<file path="config.mk">
export PLATFORM = sky130hd
export DESIGN_NAME = prog_sequencer
export DESIGN_NICKNAME = d
export VERILOG_FILES = /design/src/rtl/prog_sequencer.sv
export SDC_FILE = /design/constraint.sdc
export NUM_CORES = 1
export LEC_CHECK = 0
export CAP_MARGIN = 0
export CORE_ASPECT_RATIO = 0.7
export CORE_MARGIN = 2
export CORE_UTILIZATION = 55
export CTS_BUF_LIST = sky130_fd_sc_hd__clkbuf_8
export DETAILED_ROUTE_END_ITERATION = 6
export PLACE_DENSITY_LB_ADDON = 0.08
export SLEW_MARGIN = 20
export SYNTH_ARGS = -nofsm -noshare
export SYNTH_HDL_FRONTEND = slang
export SYNTH_SLANG_ARGS = --single-unit
</file>
<file path="constraint.sdc">
create_clock -name clk -period 5.17 [get_ports clk]
set_input_delay 0.7755 -clock clk [delete_from_list [all_inputs] [get_ports clk]]
set_output_delay 0.7755 -clock clk [all_outputs]
set_load 0.01 [all_outputs]
</file>
<file path="src/rtl/prog_sequencer.sv">
// Program sequencer: owns the PC and a return-address stack, fetches over a
// req/ack handshake and holds each instruction until the datapath retires it.
module prog_sequencer #(
    parameter int PC_W        = 8,
    parameter int INSTR_W     = 9,
    parameter int STACK_DEPTH = 4,
    parameter int HALT_ADDR   = 255
) (
    input  logic                             clk,
    input  logic                             reset,
    input  logic                             start,
    output logic                             imem_req,
    output logic [PC_W-1:0]                  imem_addr,
    input  logic                             imem_ack,
    input  logic [INSTR_W-1:0]               imem_data,
    output logic                             instr_valid,
    output logic [INSTR_W-1:0]               instr,
    output logic [PC_W-1:0]                  pc,
    input  logic                             exec_done,
    input  logic                             branch,
    input  logic                             call,
    input  logic                             ret,
    input  logic [PC_W-1:0]                  target,
    output logic                             done,
    output logic                             stack_err,
    output logic [$clog2(STACK_DEPTH+1)-1:0] stack_level
);
    localparam int LVL_W = $clog2(STACK_DEPTH + 1);
    localparam int IDX_W = (STACK_DEPTH > 1) ? $clog2(STACK_DEPTH) : 1;
    localparam int SLOTS = 1 << IDX_W;
    localparam logic [PC_W-1:0]  HALT_PC  = PC_W'(HALT_ADDR);
    localparam logic [LVL_W-1:0] FULL_LVL = LVL_W'(STACK_DEPTH);

    typedef enum logic [2:0] {
        IDLE  = 3'd0,
        FETCH = 3'd1,
        ISSUE = 3'd2,
        HALT  = 3'd3,
        ERROR = 3'd4
    } state_e;

    state_e             stateR, stateNextS;
    logic [PC_W-1:0]    pcR, pcNextS, pcPlusOneS;
    logic [INSTR_W-1:0] instrR;
    logic [LVL_W-1:0]   levelR, levelNextS;
    logic [PC_W-1:0]    stackR [SLOTS];
    logic [IDX_W-1:0]   pushIdxS, popIdxS;
    logic               pushS, loadS, stackFaultS;
    logic               reqR, validR, doneR, errR;
    logic               reqNextS, validNextS, doneNextS, errNextS;

    assign pcPlusOneS = pcR + PC_W'(1);
    // Occupancy never exceeds SLOTS, so modular index arithmetic stays exact.
    assign pushIdxS   = levelR[IDX_W-1:0];
    assign popIdxS    = pushIdxS - IDX_W'(1);

    assign imem_req    = reqR;
    assign imem_addr   = pcR;
    assign instr_valid = validR;
    assign instr       = instrR;
    assign pc          = pcR;
    assign done        = doneR;
    assign stack_err   = errR;
    assign stack_level = levelR;

    // State, PC, instruction latch, stack level and registered outputs.
    always_ff @(posedge clk or negedge reset) begin
        if (!reset) begin
            stateR <= IDLE;
            pcR    <= '0;
            instrR <= '0;
            levelR <= '0;
            reqR   <= 1'b0;
            validR <= 1'b0;
            doneR  <= 1'b0;
            errR   <= 1'b0;
        end else begin
            stateR <= stateNextS;
            pcR    <= pcNextS;
            levelR <= levelNextS;
            if (loadS) begin
                instrR <= imem_data;
            end
            reqR   <= reqNextS;
            validR <= validNextS;
            doneR  <= doneNextS;
            errR   <= errNextS;
        end
    end

    // Return-address storage; only the level decides which entries are live.
    always_ff @(posedge clk or negedge reset) begin
        if (!reset) begin
            for (int i = 0; i < SLOTS; i++) begin
                stackR[i] <= '0;
            end
        end else if (pushS) begin
            stackR[pushIdxS] <= pcPlusOneS;
        end
    end

    // Next-state, next-PC and stack control.
    always_comb begin
        stateNextS  = stateR;
        pcNextS     = pcR;
        levelNextS  = levelR;
        pushS       = 1'b0;
        loadS       = 1'b0;
        stackFaultS = 1'b0;
        case (stateR)
            IDLE, HALT, ERROR: begin
                if (start) begin
                    stateNextS = FETCH;
                    pcNextS    = '0;
                    levelNextS = '0;
                end else begin
                    stateNextS = stateR;
                end
            end
            FETCH: begin
                if (imem_ack) begin
                    loadS      = 1'b1;
                    stateNextS = ISSUE;
                end else begin
                    stateNextS = FETCH;
                end
            end
            ISSUE: begin
                if (exec_done) begin
                    // ret outranks call, so a simultaneous call never pushes.
                    if (ret) begin
                        if (levelR == LVL_W'(0)) begin
                            stackFaultS = 1'b1;
                        end else begin
                            levelNextS = levelR - LVL_W'(1);
                            pcNextS    = stackR[popIdxS];
                        end
                    end else if (call) begin
                        if (levelR == FULL_LVL) begin
                            stackFaultS = 1'b1;
                        end else begin
                            pushS      = 1'b1;
                            levelNextS = levelR + LVL_W'(1);
                            pcNextS    = target;
                        end
                    end else if (branch) begin
                        pcNextS = target;
                    end else begin
                        pcNextS = pcPlusOneS;
                    end
                    if (stackFaultS) begin
                        stateNextS = ERROR;
                    end else if (pcNextS == HALT_PC) begin
                        stateNextS = HALT;
                    end else begin
                        stateNextS = FETCH;
                    end
                end else begin
                    stateNextS = ISSUE;
                end
            end
            default: begin
                stateNextS = IDLE;
            end
        endcase
    end

    // Output decode of the upcoming state, registered above.
    always_comb begin
        reqNextS   = 1'b0;
        validNextS = 1'b0;
        doneNextS  = 1'b0;
        errNextS   = 1'b0;
        case (stateNextS)
            FETCH:   reqNextS   = 1'b1;
            ISSUE:   validNextS = 1'b1;
            HALT:    doneNextS  = 1'b1;
            ERROR:   errNextS   = 1'b1;
            default: reqNextS   = 1'b0;
        endcase
    end

endmodule

</file>
Word level (Yosys, flattened, before mapping)
Index checks and enable logic that the tools add are counted.
{ "totals": {"elab_cells": 89, "out_inout_bits": 32, "input_bits": 25, "reg_bits": 59} }
{ "op_classes": {"n_lt_le_gt_ge": 3, "reduce_logical": 7, "mux": 46, "n_addsub": 4, "n_bitwise": 2, "eq_ne": 15} }
{ "op_table": {"columns": ["operator", "count"], "rows": [
  ["two-way mux 8 bit", 12],
  ["bitwise mux 32 bit", 1],
  ["two-way mux 3 bit", 9],
  ["two-way mux 1 bit", 17],
  ["binary-select mux 8 bit (select 2 bit)", 1],
  ["demux 8 bit (select 2 bit)", 1],
  ["one-hot mux 8 bit (2 select lines)", 1],
  ["equality test 3 x 2 -> 1 bit (second input constant)", 4],
  ["equality test 3 bit (second input constant)", 3],
  ["!= test 3 bit (second input constant)", 3],
  ["one-hot mux 3 bit (3 select lines)", 1],
  ["adder 8 x 1 -> 8 bit (second input constant)", 1],
  ["equality test 8 bit (second input constant)", 1],
  ["equality test 3 x 1 -> 1 bit (second input constant)", 2],
  ["greater-or-equal comparator 3 bit (second input constant)", 2],
  ["zero test 3 bit", 2],
  ["inverter 2 -> 3 bit", 2],
  ["one-hot mux 3 bit (2 select lines)", 1],
  ["AND reduction 6 bit", 1],
  ["two-way mux 2 bit", 2],
  ["!= test 2 bit (second input constant)", 2],
  ["adder 3 x 1 -> 3 bit (second input constant)", 1],
  ["less-than comparator 3 x 1 -> 1 bit (second input constant)", 1],
  ["AND reduction 3 bit", 1],
  ["other kinds (5)", 5]
]} }

Depth between registers and ports, before layout
Gate-level depths: netlist (run 1).
{ "logic_depth": {"word_depth": 16, "mapped_depth": 11} }

Worst setup path after synthesis (run 1)
Ideal clock, no wire load.
{ "synth_path": {"path_kind": "register to register", "start": "reg levelR[0] (netlist: stack_level[0])", "end": "reg reqR (netlist: imem_req)", "arrival_ns": 2.383, "path_stages_with_launch": 12, "path_slack_ns": 2.663, "t_required_ns": 5.046, "path_buffers": 3, "path_cell_list": "dfrtp_1 buf_4 inv_1 ha_1 buf_2 nor2b_4 buf_4 nor3_1 a2111oi_0 a211oi_1 nand3_1 o31a_1"} }
{ "synth_via": {"elab_chain_len": 16, "word_cells_on_any_way": 26, "cone_classes": "add/sub (1); eq/ne (3); mux (20); bitwise (1); reduce/logical (1)"} }
{ "synth_lines": {"columns": ["element", "line", "rtl"], "rows": [
  ["from (decl)", "45", "logic [LVL_W-1:0] levelR, levelNextS;"],
  ["from (signal assigned)", "80", "levelR <= levelNextS;"],
  ["subtractor 2 x 1 -> 2 bit", "55", "assign popIdxS = pushIdxS - IDX_W'(1);"],
  ["inverter 2 -> 3 bit (not written as such)", "136", "pcNextS = stackR[popIdxS];"],
  ["binary-select mux 8 bit (select 2 bit)", "136", null],
  ["two-way mux 8 bit (not written as such) (2 in a row)", "136", null],
  ["two-way mux 8 bit", "132", "if (levelR == LVL_W'(0)) begin"],
  ["two-way mux 8 bit", "131", "if (ret) begin"],
  ["two-way mux 8 bit", "129", "if (exec_done) begin"],
  ["two-way mux 8 bit", "110", "case (stateR)"],
  ["equality test 8 bit", "153", "end else if (pcNextS == HALT_PC) begin"],
  ["two-way mux 2 bit", "153", null],
  ["two-way mux 3 bit *", "151", "if (stackFaultS) begin"],
  ["two-way mux 3 bit *", "129", null],
  ["one-hot mux 3 bit (3 select lines) *", "110", null],
  ["equality test 3 x 1 -> 1 bit *", "174", "case (stateNextS)"],
  ["two-way mux 1 bit *", "174", null],
  ["net reqNextS", "50", "logic reqNextS, validNextS, doneNextS, errNextS;"],
  ["to (signal assigned)", "84", "reqR <= reqNextS;"],
  ["to (decl)", "49", "logic reqR, validR, doneR, errR;"]
]} }
The timed path passes the listed nets; every way through them passes the cells marked *. The select of a mux whose other input is x is not followed.
A chain may end at the register's enable or synchronous reset.

Worst setup path after layout (run 1)
Same ends and word-level chain as after synthesis.

==> impl_metrics.env, run 1 <==
export IMPL_arrival_ns=3.37
export IMPL_htree_levels=3
export IMPL_grt_use_met3_pct=6.94
export IMPL_skew_ns=0.00610
export IMPL_path_max_fanout=16
export IMPL_drc=0
export IMPL_antenna_found_initial=0
export IMPL_coreArea_um2=5670
export IMPL_fin_nets=391
export IMPL_gr_total_overflow=0
export IMPL_die_y_um=68.0
export IMPL_vias_per_cell=5.91
export IMPL_layout_min_cycle_time_ns=3.15
export IMPL_ff2ff_setup_slack_ns=2.02
export IMPL_min_path_type="flip-flop to flip-flop"
export IMPL_netlist_top_cells_area="dfrtp_1 46%, mux2_2 6.3%, nand2_1 5.7%, o21ai_0 5.1%, buf_4 3.0%"
export IMPL_cts_resized=0
export IMPL_grt_max_degree=60
export IMPL_start_kind="flip-flop"
export IMPL_hold_path_cell_count=2
export IMPL_syn_nets=348
export IMPL_ys_seq_area_share_pct=45.9
export IMPL_fin_util_pct=69.2
export IMPL_die_area_um2=6480
export IMPL_layout_area_overhead_vs_synth_pct=22.1
export IMPL_ys_ff_latch=59
export IMPL_worst_slew_pin_slew_ns=0.739
export IMPL_synthesis_area_um2=3210
export IMPL_grt_use_met1_pct=39.1
export IMPL_setup_viol=0
export IMPL_rr_endpoint="imem_req"
export IMPL_synth_top_area_share_pct=45.9
export IMPL_portBuffers=56
export IMPL_worst_r2r_cell_count=8
export IMPL_crit_start="stack_level[0]"
export IMPL_cts_hold_buf=0
export IMPL_finalSetupTns_ns=0
export IMPL_synth_avg_cell_area_um2=10.1
export IMPL_critPathKind="flip-flop to flip-flop"
export IMPL_synth_ff_type="dfrtp_1"
export IMPL_vias=2599
export IMPL_hp_start="stackR[15]"
export IMPL_max_cap_violations=0
export IMPL_drt_total_wl_mm=7.63
export IMPL_synth_edf_count=0
export IMPL_post_cts_buffers=0
export IMPL_diodes=0
export IMPL_syn_inst=317
export IMPL_drive_gt1_share_pct=13.2
export IMPL_grt_busiest_layer="met1"
export IMPL_rsz0062_at_grt="false"
export IMPL_async_reset_ff_share_pct=100
export IMPL_grt_pass1_wl_mm=12.4
export IMPL_hpwl_mm=5.55
export IMPL_track_usage_pct=25.8
export IMPL_yosys_area_top_type="dfrtp_1"
export IMPL_ir_worst_vdd_mv=0.264
export IMPL_detail_route_antenna_nets=0
export IMPL_yosys_top_cells_count="59 x dfrtp_1, 49 x nand2_1, 33 x o21ai_0"
export IMPL_leakagePower_nw=1.62
export IMPL_start_util_pct=56.7
export IMPL_cts_buffers=9
export IMPL_wire_per_inst_um=17.3
export IMPL_clock_path_buffers=2
export IMPL_holdWs_ns=0.487
export IMPL_dpl_cell_area_um2=3720
export IMPL_ys_types=48
export IMPL_cp_data_required_time_ns=5.39
export IMPL_first_pass_iters=4
export IMPL_cts_root_buf="clkbuf_8"
export IMPL_cts_tree="yes"
export IMPL_io_pins=57
export IMPL_finalHoldViolations=0
export IMPL_p_per_area_nw_per_um2=515
export IMPL_gp_congestion=0.925
export IMPL_met2_usage_pct=37.1
export IMPL_grt_pass1_vias=2408
export IMPL_first_iter_violations=178
export IMPL_ys_warn_count=0
export IMPL_synth_most_common_cell="dfrtp_1"
export IMPL_status="completed"
export IMPL_layout_cells_non_filler=440
export IMPL_final_area_um2=3930
export IMPL_die_x_um=95.4
export IMPL_clkTransAtPathRegs_ns=0.07
export IMPL_r2r_start="stack_level[0]"
export IMPL_dp_cells=424
export IMPL_holdPathEnd="stackR[15]"
export IMPL_fin_crit_sh_pct=60.9
export IMPL_row_count=23
export IMPL_slew_viol_final=0
export IMPL_clkSinkCount=59
export IMPL_insertion_delay_ns=0.34
export IMPL_slew_headroom_pct=50.7
export IMPL_fmax_mhz=318
export IMPL_crit_path_end_kind="flip-flop"
worst max-delay path: stages, from the launching register on:
cell and delay (ns):
dfrtp_1 0.76, inv_1 0.27, ha_1 0.71, mux2i_1 0.15
nor3_1 0.18, a2111oi_0 0.12, nor3_1 0.29, nand4_1 0.20
o31a_1 0.34
area by class of cell:
cell class,instances,area (um^2)
clock buffers,9,124
clock inverters,7,77.6
fillers,430,1740
inverters,8,30.0
multi-input cells,225,1560
flip-flops and latches,59,1480
well taps,75,93.8
repair buffers,57,563
through the flow:
stage / power, W / worst slack, ns
after floorplan: 0.00127 / 2.66
after global placement: 0.00158 / 1.78
after detailed placement: 0.00160 / 1.74
after CTS: 0.00203 / 2.00
after global routing: 0.00214 / 1.73
final: 0.00202 / 2.02
how the worst max path moves through the flow:
stage                     endpoint  slack (ns)  depth (start not counted)
final                     imem_req        2.02                          8
after global routing      imem_req        1.73                          8
after CTS                     done        2.00                          8
after detailed placement  imem_req        1.74                          7
after global placement    imem_req        1.78                          7
after floorplan           imem_req        2.66                         11
sequential cells by signal (all words and copies together), names as in the netlist:
| register | cells |
|---|---|
| stackR | 32 |
| instr | 9 |
| imem_addr | 8 |
| stack_level | 3 |
| stateR | 3 |
| done | 1 |
| imem_req | 1 |
| instr_valid | 1 |
| stack_err | 1 |
power by group:
group / total (W) / internal, W / switching, W
logic: 0.000846 / 0.000436 / 0.000410
clock network: 0.000423 / 0.000224 / 0.000198
registers: 0.000753 / 0.000586 / 0.000167
total: 0.00202 / 0.00125 / 0.000775
layout by cell type (no fill, tap or decap), drive strengths merged, types with 3 or more instances in the layout:
cell type / count
a2111oi: 5
a211oi: 4
a21oi: 3
a22o: 10
and2: 3
and3: 4
clkbuf: 9
clkdlybuf4s50: 55
clkinvlp: 4
dfrtp: 59
ha: 5
inv: 9
mux2: 18
mux2i: 8
mux4: 4
nand2: 51
nand2b: 5
nand3: 11
nand4: 4
nor2: 6
nor2b: 4
nor3: 10
nor3b: 3
o21ai: 34
o22ai: 4
o41ai: 3
xor2: 6
per-layer routing:
metal  part of all wire [%]  wire length (um)  vias up
met5                      0                 0        -
met4                   0.72                55        0
met3                    6.7               508        6
met2                     43              3320       96
met1                     49              3750     1269
li1                       -                 -     1228
cell families (layout without fill, tap and decap cells):
group,after synthesis,in the layout,synth area share (%)
mux,30,30,11.6
buf+inv,33,81,5.53
simple gates,103,103,15.7
xor+xnor,8,8,2.18
fa+ha+maj,6,6,2.57
compound gates,78,78,16.5
flops,59,59,45.9
Note: power is estimated with default switching activity, not from simulation.
==> run 2: changes to the inputs <==
Settings changed: CORE_UTILIZATION 55 to 49.
Clock period 5.17 ns to 2.8 ns, I/O delays scaled along.
==> run 2 against run 1 <==
Compared with the run above:
- count of clock-buffer cells in the layout unchanged
- clock skew is 0.0055 ns higher
- sequential power is 74% higher
- worst setup slack lost 1.7 ns
- critical endpoint is now stateR[1]
- core utilization fell by 4.6 points
==> impl_metrics.env, run 2 (same netlist as run 1, synthesis figures left out) <==
export IMPL_power_switching_w=0.00146
export IMPL_portBuffers=56
export IMPL_antenna_found_initial=0
export IMPL_status="completed"
export IMPL_holdWs_ns=0.0622
export IMPL_largest_register="stackR"
export IMPL_cts_hold_buf=0
export IMPL_grt_max_degree=37
export IMPL_worst_r2r_cell_count=8
export IMPL_slew_viol_final=0
export IMPL_layout_cells_non_filler=458
export IMPL_arrival_ns=2.72
export IMPL_grt_pass1_vias=2598
export IMPL_cp_data_required_time_ns=3.02
export IMPL_fin_nets=406
export IMPL_layout_commonest_cell="dfrtp_1"
export IMPL_die_area_um2=7230
export IMPL_clkTransAtPathRegs_ns=0.07
export IMPL_leakagePower_nw=1.71
export IMPL_post_cts_buffers=0
export IMPL_crit_path_end_kind="flip-flop"
export IMPL_clock_path_buffers=2
export IMPL_wire_per_inst_um=17.6
export IMPL_first_iter_violations=169
export IMPL_p_int_w=0.00238
export IMPL_finalPower_w=0.00385
export IMPL_setup_viol=0
export IMPL_htree_levels=3
export IMPL_vias=2645
export IMPL_layout_common_cells="59 x dfrtp_1, 55 x clkdlybuf4s50_1, 49 x nand2_1, 33 x o21ai_0, 18 x mux2_2"
export IMPL_worst_slew_pin_slew_ns=0.703
export IMPL_rsz0062_at_grt="false"
export IMPL_start_kind="flip-flop"
export IMPL_max_cap_violations=0
export IMPL_start_util_pct=51.2
export IMPL_skew_ns=0.0116
export IMPL_insertion_delay_ns=0.35
export IMPL_min_path_type="input pin to asynchronous set/reset pin"
export IMPL_critPathKind="flip-flop to flip-flop"
export IMPL_dp_cells=442
export IMPL_die_y_um=71.8
export IMPL_path_max_fanout=11
export IMPL_fmax_mhz=399
export IMPL_cts_root_buf="clkbuf_8"
export IMPL_coreArea_um2=6280
export IMPL_row_count=24
export IMPL_seqPwrFrac_pct=34.2
export IMPL_track_usage_pct=24.4
export IMPL_cts_tree="yes"
export IMPL_gp_congestion=0.914
export IMPL_finalHoldViolations=0
export IMPL_layout_min_cycle_time_ns=2.50
export IMPL_p_comb_share_pct=45.1
export IMPL_drc=0
export IMPL_largest_reg_flops=32
export IMPL_detail_route_antenna_nets=0
export IMPL_die_x_um=101
export IMPL_power_share_clock_pct=20.8
export IMPL_slew_headroom_pct=53.2
export IMPL_layout_area_overhead_vs_synth_pct=26.2
export IMPL_drive_gt1_share_pct=16.6
export IMPL_hpwl_mm=6.12
export IMPL_ff2ff_setup_slack_ns=0.30
export IMPL_cts_resized=0
export IMPL_grt_pass1_wl_mm=13.4
export IMPL_ir_worst_vdd_mv=0.476
export IMPL_fin_crit_sh_pct=89.4
export IMPL_finalSetupTns_ns=0
export IMPL_p_per_area_nw_per_um2=948
export IMPL_fin_util_pct=64.7
export IMPL_clkSinkCount=59
export IMPL_cts_buffers=9
export IMPL_drt_total_wl_mm=8.06
export IMPL_first_pass_iters=6
export IMPL_sw_frac_of_total_pct=38.1
export IMPL_vias_per_cell=5.78
export IMPL_gr_total_overflow=0
export IMPL_io_pins=57
export IMPL_diodes=0
[run 2: cell types whose count changed in the layout (fill, tap and decap cells not counted), sizes merged]
| cell | change |
|---|---|
| buf | +15 |
| clkinvlp | -3 |
| inv | +3 |
[run 2: per-layer routing]
layer,vias up,share of wire (%),wire [um],track usage [%]
li1,1257,-,-,-
met1,1270,48,3850,36.0
met2,108,41,3340,34.1
met3,10,9.6,774,8.88
met4,0,1.2,99,6.39
met5,-,0,0,0
[run 2: critical path: stages (launching register included)]
cell,delay [ns]
dfrtp_1,0.35
inv_1,0.07
ha_1,0.63
mux2i_1,0.31
nor3_1,0.07
a2111oi_0,0.52
a211oi_1,0.14
nand2_1,0.19
o31ai_1,0.10
[run 2: stage by stage]
step                setup slack, ns  cell area, um^2
CTS                           0.347             4060
global route                 0.0562             4060
global placement              0.301             3850
detailed placement            0.211             3850
finish                        0.295             4060
floorplan                     0.293             3210
[run 2: layout make-up]
type / count / area (um^2)
clock buffers: 9 / 124
fillers: 515 / 2220
inverters: 8 / 30.0
repair buffers: 72 / 688
well taps: 78 / 97.6
flip-flops and latches: 59 / 1480
multi-input cells: 225 / 1560
clock inverters: 7 / 81.3
[run 2: path summary, 6_finish.rpt]
check,from,to
setup / recovery,stack_level[1],stateR[1]
hold / removal,reset,stackR[4]
setup reg to reg,stack_level[1],stateR[1]
hold reg to reg,stackR[3],stackR[3]
max in group asynchronous,reset,stackR[24]
min in group clk,stackR[3],stackR[3]
[run 2: power groups by stage]
stage / clock [W] / combinational, W / sequential, W
after floorplan: 0 / 0.00101 / 0.00133
after global placement: 0 / 0.00171 / 0.00132
after detailed placement: 0 / 0.00172 / 0.00133
after CTS: 0.000816 / 0.00173 / 0.00131
after global routing: 0.000859 / 0.00189 / 0.00135
final: 0.000799 / 0.00173 / 0.00131
==> run 3: changes to the inputs <==
Settings changed: CORE_MARGIN 2 to default, RECOVER_POWER from default to 50.
==> run 3 against run 2 <==
Compared with the run above:
- power fell by 2.2%
- design area fell by 1.8%
- largest power group unchanged
- first-iteration DRC count grew 18%
- highest routed layer unchanged
- sequential power hardly changed
- fmax is 3.5% lower
- combinational power decreased by 2%
- the run now ends with max-capacitance violations, max-slew violations left
- hold slack improved by 0.38 ns
- global-route usage up 1.8 points
- sequential share of layout area up 0.66 points
- routed wire length rose by 1.7%
- clock power shrank 5.0%
- via count is 0.11% lower
==> impl_metrics.env, run 3 (same netlist as run 1, synthesis figures left out) <==
export IMPL_gr_total_overflow=0
export IMPL_rr_endpoint="imem_req"
export IMPL_diodes=0
export IMPL_clock_path_buffers=2
export IMPL_insertion_delay_ns=0.34
export IMPL_first_iter_violations=200
export IMPL_cts_hold_buf=0
export IMPL_fin_nets=400
export IMPL_power_share_clock_pct=20.2
export IMPL_slew_headroom_pct=-1.91
export IMPL_p_per_area_nw_per_um2=944
export IMPL_clkTransAtPathRegs_ns=0.07
export IMPL_portBuffers=56
export IMPL_skew_ns=0.0105
export IMPL_finalHoldViolations=0
export IMPL_hpwl_mm=6.15
export IMPL_die_area_um2=6890
export IMPL_layout_cells_non_filler=452
export IMPL_sw_frac_of_total_pct=38.0
export IMPL_post_cts_buffers=0
export IMPL_layout_commonest_cell="dfrtp_1"
export IMPL_die_x_um=98.8
export IMPL_met1_length_mm=4.04
export IMPL_layout_area_overhead_vs_synth_pct=24.0
export IMPL_cts_buffers=9
export IMPL_start_kind="flip-flop"
export IMPL_r2r_start="stack_level[1]"
export IMPL_htree_levels=3
export IMPL_drc=0
export IMPL_dr_wl_met3_um=542
export IMPL_path_max_fanout=12
export IMPL_min_path_type="input pin to asynchronous set/reset pin"
export IMPL_holdWs_ns=0.442
export IMPL_dp_cells=436
export IMPL_status="complete, but fails checks"
export IMPL_violations="max-capacitance violations, max-slew violations"
export IMPL_largest_reg_flops=32
export IMPL_p_comb_share_pct=44.9
export IMPL_grt_pass1_wl_mm=13.6
export IMPL_vias=2642
export IMPL_crit_path_end_kind="flip-flop"
export IMPL_max_cap_violations=1
export IMPL_gp_congestion=0.953
export IMPL_start_util_pct=51.2
export IMPL_drt_total_wl_mm=8.20
export IMPL_antenna_found_initial=0
export IMPL_slew_viol_final=29
export IMPL_clkSinkCount=59
export IMPL_track_usage_pct=26.2
export IMPL_vias_per_cell=5.85
export IMPL_ir_worst_vdd_mv=0.504
export IMPL_fin_crit_sh_pct=92.7
export IMPL_power_switching_w=0.00143
export IMPL_grt_max_degree=33
export IMPL_cts_root_buf="clkbuf_8"
export IMPL_worst_r2r_cell_count=8
export IMPL_wl_met2_mm=3.55
export IMPL_routed_top_layer="met4"
export IMPL_finalSetupTns_ns=0
export IMPL_layout_common_cells="59 x dfrtp_1, 49 x nand2_1, 40 x clkdlybuf4s50_1, 33 x o21ai_0, 18 x mux2_2"
export IMPL_leakagePower_nw=1.70
export IMPL_first_pass_iters=4
export IMPL_arrival_ns=2.81
export IMPL_coreArea_um2=6280
export IMPL_critPathKind="flip-flop to flip-flop"
export IMPL_ff2ff_setup_slack_ns=0.20
export IMPL_die_y_um=69.8
export IMPL_rsz0062_at_grt="false"
export IMPL_wire_per_inst_um=18.1
export IMPL_cts_resized=0
export IMPL_layout_min_cycle_time_ns=2.60
export IMPL_cp_data_required_time_ns=3.02
export IMPL_io_pins=57
export IMPL_drive_gt1_share_pct=14.7
export IMPL_detail_route_antenna_nets=0
export IMPL_p_int_w=0.00233
export IMPL_grt_pass1_vias=2605
export IMPL_worst_slew_pin_slew_ns=1.53
export IMPL_setup_viol=0
export IMPL_seqPwrFrac_pct=34.9
export IMPL_cts_tree="yes"
export IMPL_fmax_mhz=385
export IMPL_row_count=24
export IMPL_largest_register="stackR"
-- run 3: final cells by class --
type	count	area (um^2)
tap	78	97.6
inverter	8	30.0
fill	534	2290
timing repair buffer	66	627
clock inverter	6	56.3
sequential	59	1480
clock buffer	10	138
multi-input combinational	225	1560
-- run 3: how the worst max path moves through the flow --
stage | to | startpoint | slack [ns]
finish | imem_req | stack_level[1] | 0.20
global route | imem_req | stack_level[1] | 0.04
CTS | imem_req | stack_level[1] | 0.25
detailed placement | imem_req | ret | 0.20
global placement | imem_req | ret | 0.22
floorplan | imem_req | stack_level[0] | 0.29
-- run 3: worst max-delay path: stages (launching register included) --
cell and delay (ns):
dfrtp_1 0.34, inv_1 0.07, ha_1 0.67, mux2i_1 0.18
nor3_1 0.16, a2111oi_0 0.09, a211oi_1 0.51, nand3_1 0.18
o31a_1 0.27
-- run 3: power groups by stage --
| stage | registers, W | logic, W | clock network, W |
|---|---|---|---|
| after global routing | 0.00135 | 0.00183 | 0.000817 |
| final | 0.00131 | 0.00169 | 0.000759 |
| after detailed placement | 0.00133 | 0.00172 | 0 |
| after global placement | 0.00132 | 0.00169 | 0 |
| after floorplan | 0.00133 | 0.00101 | 0 |
| after CTS | 0.00131 | 0.00173 | 0.000772 |
-- run 3: per-stage QoR --
step	utilization (%)	power, W	cell area [um^2]	worst slack [ns]
final	63.5	0.00376	3990	0.203
after global placement	60.7	0.00302	3810	0.217
after detailed placement	60.7	0.00305	3810	0.195
after global routing	63.5	0.00399	3990	0.0422
after CTS	63.8	0.00382	4000	0.252
after floorplan	-	0.00235	3210	0.293
-- run 3: per-layer routing --
layer | track usage (%) | vias up
li1 | - | 1245
met2 | 36.9 | 99
met5 | 0 | -
met4 | 6.63 | 0
met3 | 6.35 | 9
met1 | 40.3 | 1289
==> RTL edit (config.mk and constraints of run 3) <==
Encoding of `state_e`: now Gray code (3 bits for 5 states).
--- a/src/rtl/prog_sequencer.sv
+++ b/src/rtl/prog_sequencer.sv
@@ -32,11 +32,11 @@
     localparam logic [LVL_W-1:0] FULL_LVL = LVL_W'(STACK_DEPTH);
 
     typedef enum logic [2:0] {
-        IDLE  = 3'd0,
-        FETCH = 3'd1,
-        ISSUE = 3'd2,
-        HALT  = 3'd3,
-        ERROR = 3'd4
+        IDLE  = 3'b000,
+        FETCH = 3'b001,
+        ISSUE = 3'b011,
+        HALT  = 3'b010,
+        ERROR = 3'b110
     } state_e;
 
     state_e             stateR, stateNextS;
Formal check against the unedited RTL: no difference found for any inputs over 4 cycles, from zero or initial values and one cycle with reset low; so few cycles prove little.
==> RTL edit against run 3 <==
The flow still finishes with violations (max-capacitance violations, max-slew violations); synthesized cell count fell by 0.63%; maximum frequency fell by 0.28%; non-clock buffer count rose by 15; global-route usage fell by 0.25 points; final area rose by 3.7%; power rose by 16%; area after synthesis rose by 1.4%; hold slack improved by 32 ps; setup slack got worse by 7.2 ps; largest cell class unchanged; wire length barely moved; sequential power rose by 11%; sequential cell count did not move.
==> RTL edit: results (changes against run 3) <==
[logic_synthesis]
yosysUniqueCellTypes = 60  ; +25%
synth_seq_area_share = 0.4528  ; -0.006521
post_synth_mux_area_share = 0.1282  ; +0.01217
post_synth_main_area_contributors = dfrtp_1 45%, mux2_2 5.9%, mux4_1 5.6%
synth.top_cells.by_count = 59 x dfrtp_1, 49 x nand2_1, 30 x o21ai_0
synth_fa_ha_area_frac = 0.02533  ; -0.0003648
synth-compound-area-share = 0.1569  ; -0.008099
yosys.area_share.xor_xnor = 0.01612  ; -0.005682

[layout]
final-nonclk-buf-share = 0.1763  ; +0.01896
final_cell_count_no_fill = 480  ; +6.2%
fraction_of_area_in_multi_input_gates = 0.3892  ; -0.002366
final_layout_size_suffix_gt1_frac = 0.1774  ; +0.03032
final-clk-cell-share = 0.04331  ; -0.005359
n_all_buffers = 81  ; +23%
layout.clock_buffers = 12  ; +2
inverters_excl_clock = 7  ; -1
final_nets = 416  ; +4.0%

[timing]
final.setup_skew_ps = 9.049  ; -1.482 ps
tightest_slew_ps = 1701  ; +172.1 ps
report.final.slew_viol_count = 33  ; +14%
final_period_minus_worst_setup_slack_ps = 2604  ; +7.249 ps
hold_slack_ps = 473.3  ; +31.63 ps

[global_route]
grt_pass1_vias = 2680  ; +2.9%
gr-usage-met3 = 0.07808  ; +0.01457
gr-usage-met1 = 0.3701  ; -0.03270
grt_use_met2 = 0.3812  ; +0.01210

[place]
finalWeightedCongestion = 0.9387  ; -1.5%
place_worst_setup_slack_ps = 40.28  ; -155.1 ps
placedCellCount = 465  ; +6.7%

[flow_run]
max_cap_violations = 1  ; unchanged

[floorplanning]
placeableCoreArea_um2 = 6336  ; +0.96%

[run_status]
outcome = finished, violations left
failing_checks = max-capacitance violations, max-slew violations

[pwr]
worst_vdd_rail_ir_drop_v = 0.0005416  ; +7.4%

[setup_path]
worst_path_dominant_cell_family = simple AND/OR/NAND/NOR gates
worstRegToRegCells = 10  ; +2
critical_path_arrival_ps = 2870  ; +60 ps
critPathMaxFanout = 7  ; -5
max_stage_delay_ps = 500  ; -170 ps
crit_slowest_cell = or4_1
critical_path.reg2reg.startpoint = stack_level[0]

[detailed_routing]
m1WireLength_um = 3796  ; -6.0%
route.met2.wl_um = 3580  ; +0.96%
routed_wirelength_um = 8206  ; about the same
detail_route.first_pass.iterations = 7  ; +3
drt_iter0_markers = 239  ; +20%

[hold_path]
timing.hold.worst.class = flip-flop to flip-flop

-- RTL edit: cell count changes in the layout (fill, tap and decap cells not counted), sizes merged, moves of 6 or more --
cell	run 3	this run
clkdlybuf4s50	40	48
nor2	6	17
a21oi	3	14
mux2i	8	2
dlygate4sd3	15	7
buf	9	22
nor3	10	4
-- RTL edit: where the power goes --
group / switching, mW / total [mW] / internal (mW)
Clock: 0.326 / 0.709 / 0.383
Sequential: 0.261 / 1.46 / 1.20
Combinational: 1.09 / 2.20 / 1.11
Total: 1.68 / 4.37 / 2.69
-- RTL edit: worst min path at each step --
stage,startpoint,endpoint,depth (start not counted)
4_1_cts,reset,stack_level[0],2
6_report,stackR[12],stackR[12],2
5_1_grt,stackR[4],stackR[4],2
3_3_place_gp,reset,stackR[20],2
3_5_place_dp,reset,stackR[12],2
2_1_floorplan,reset,done,0
-- RTL edit: timing repair --
action	4_1_cts	5_1_grt
setup endpoints to repair	0	1
buffers inserted	0	0
gates resized for setup	0	1
hold buffers	0	0
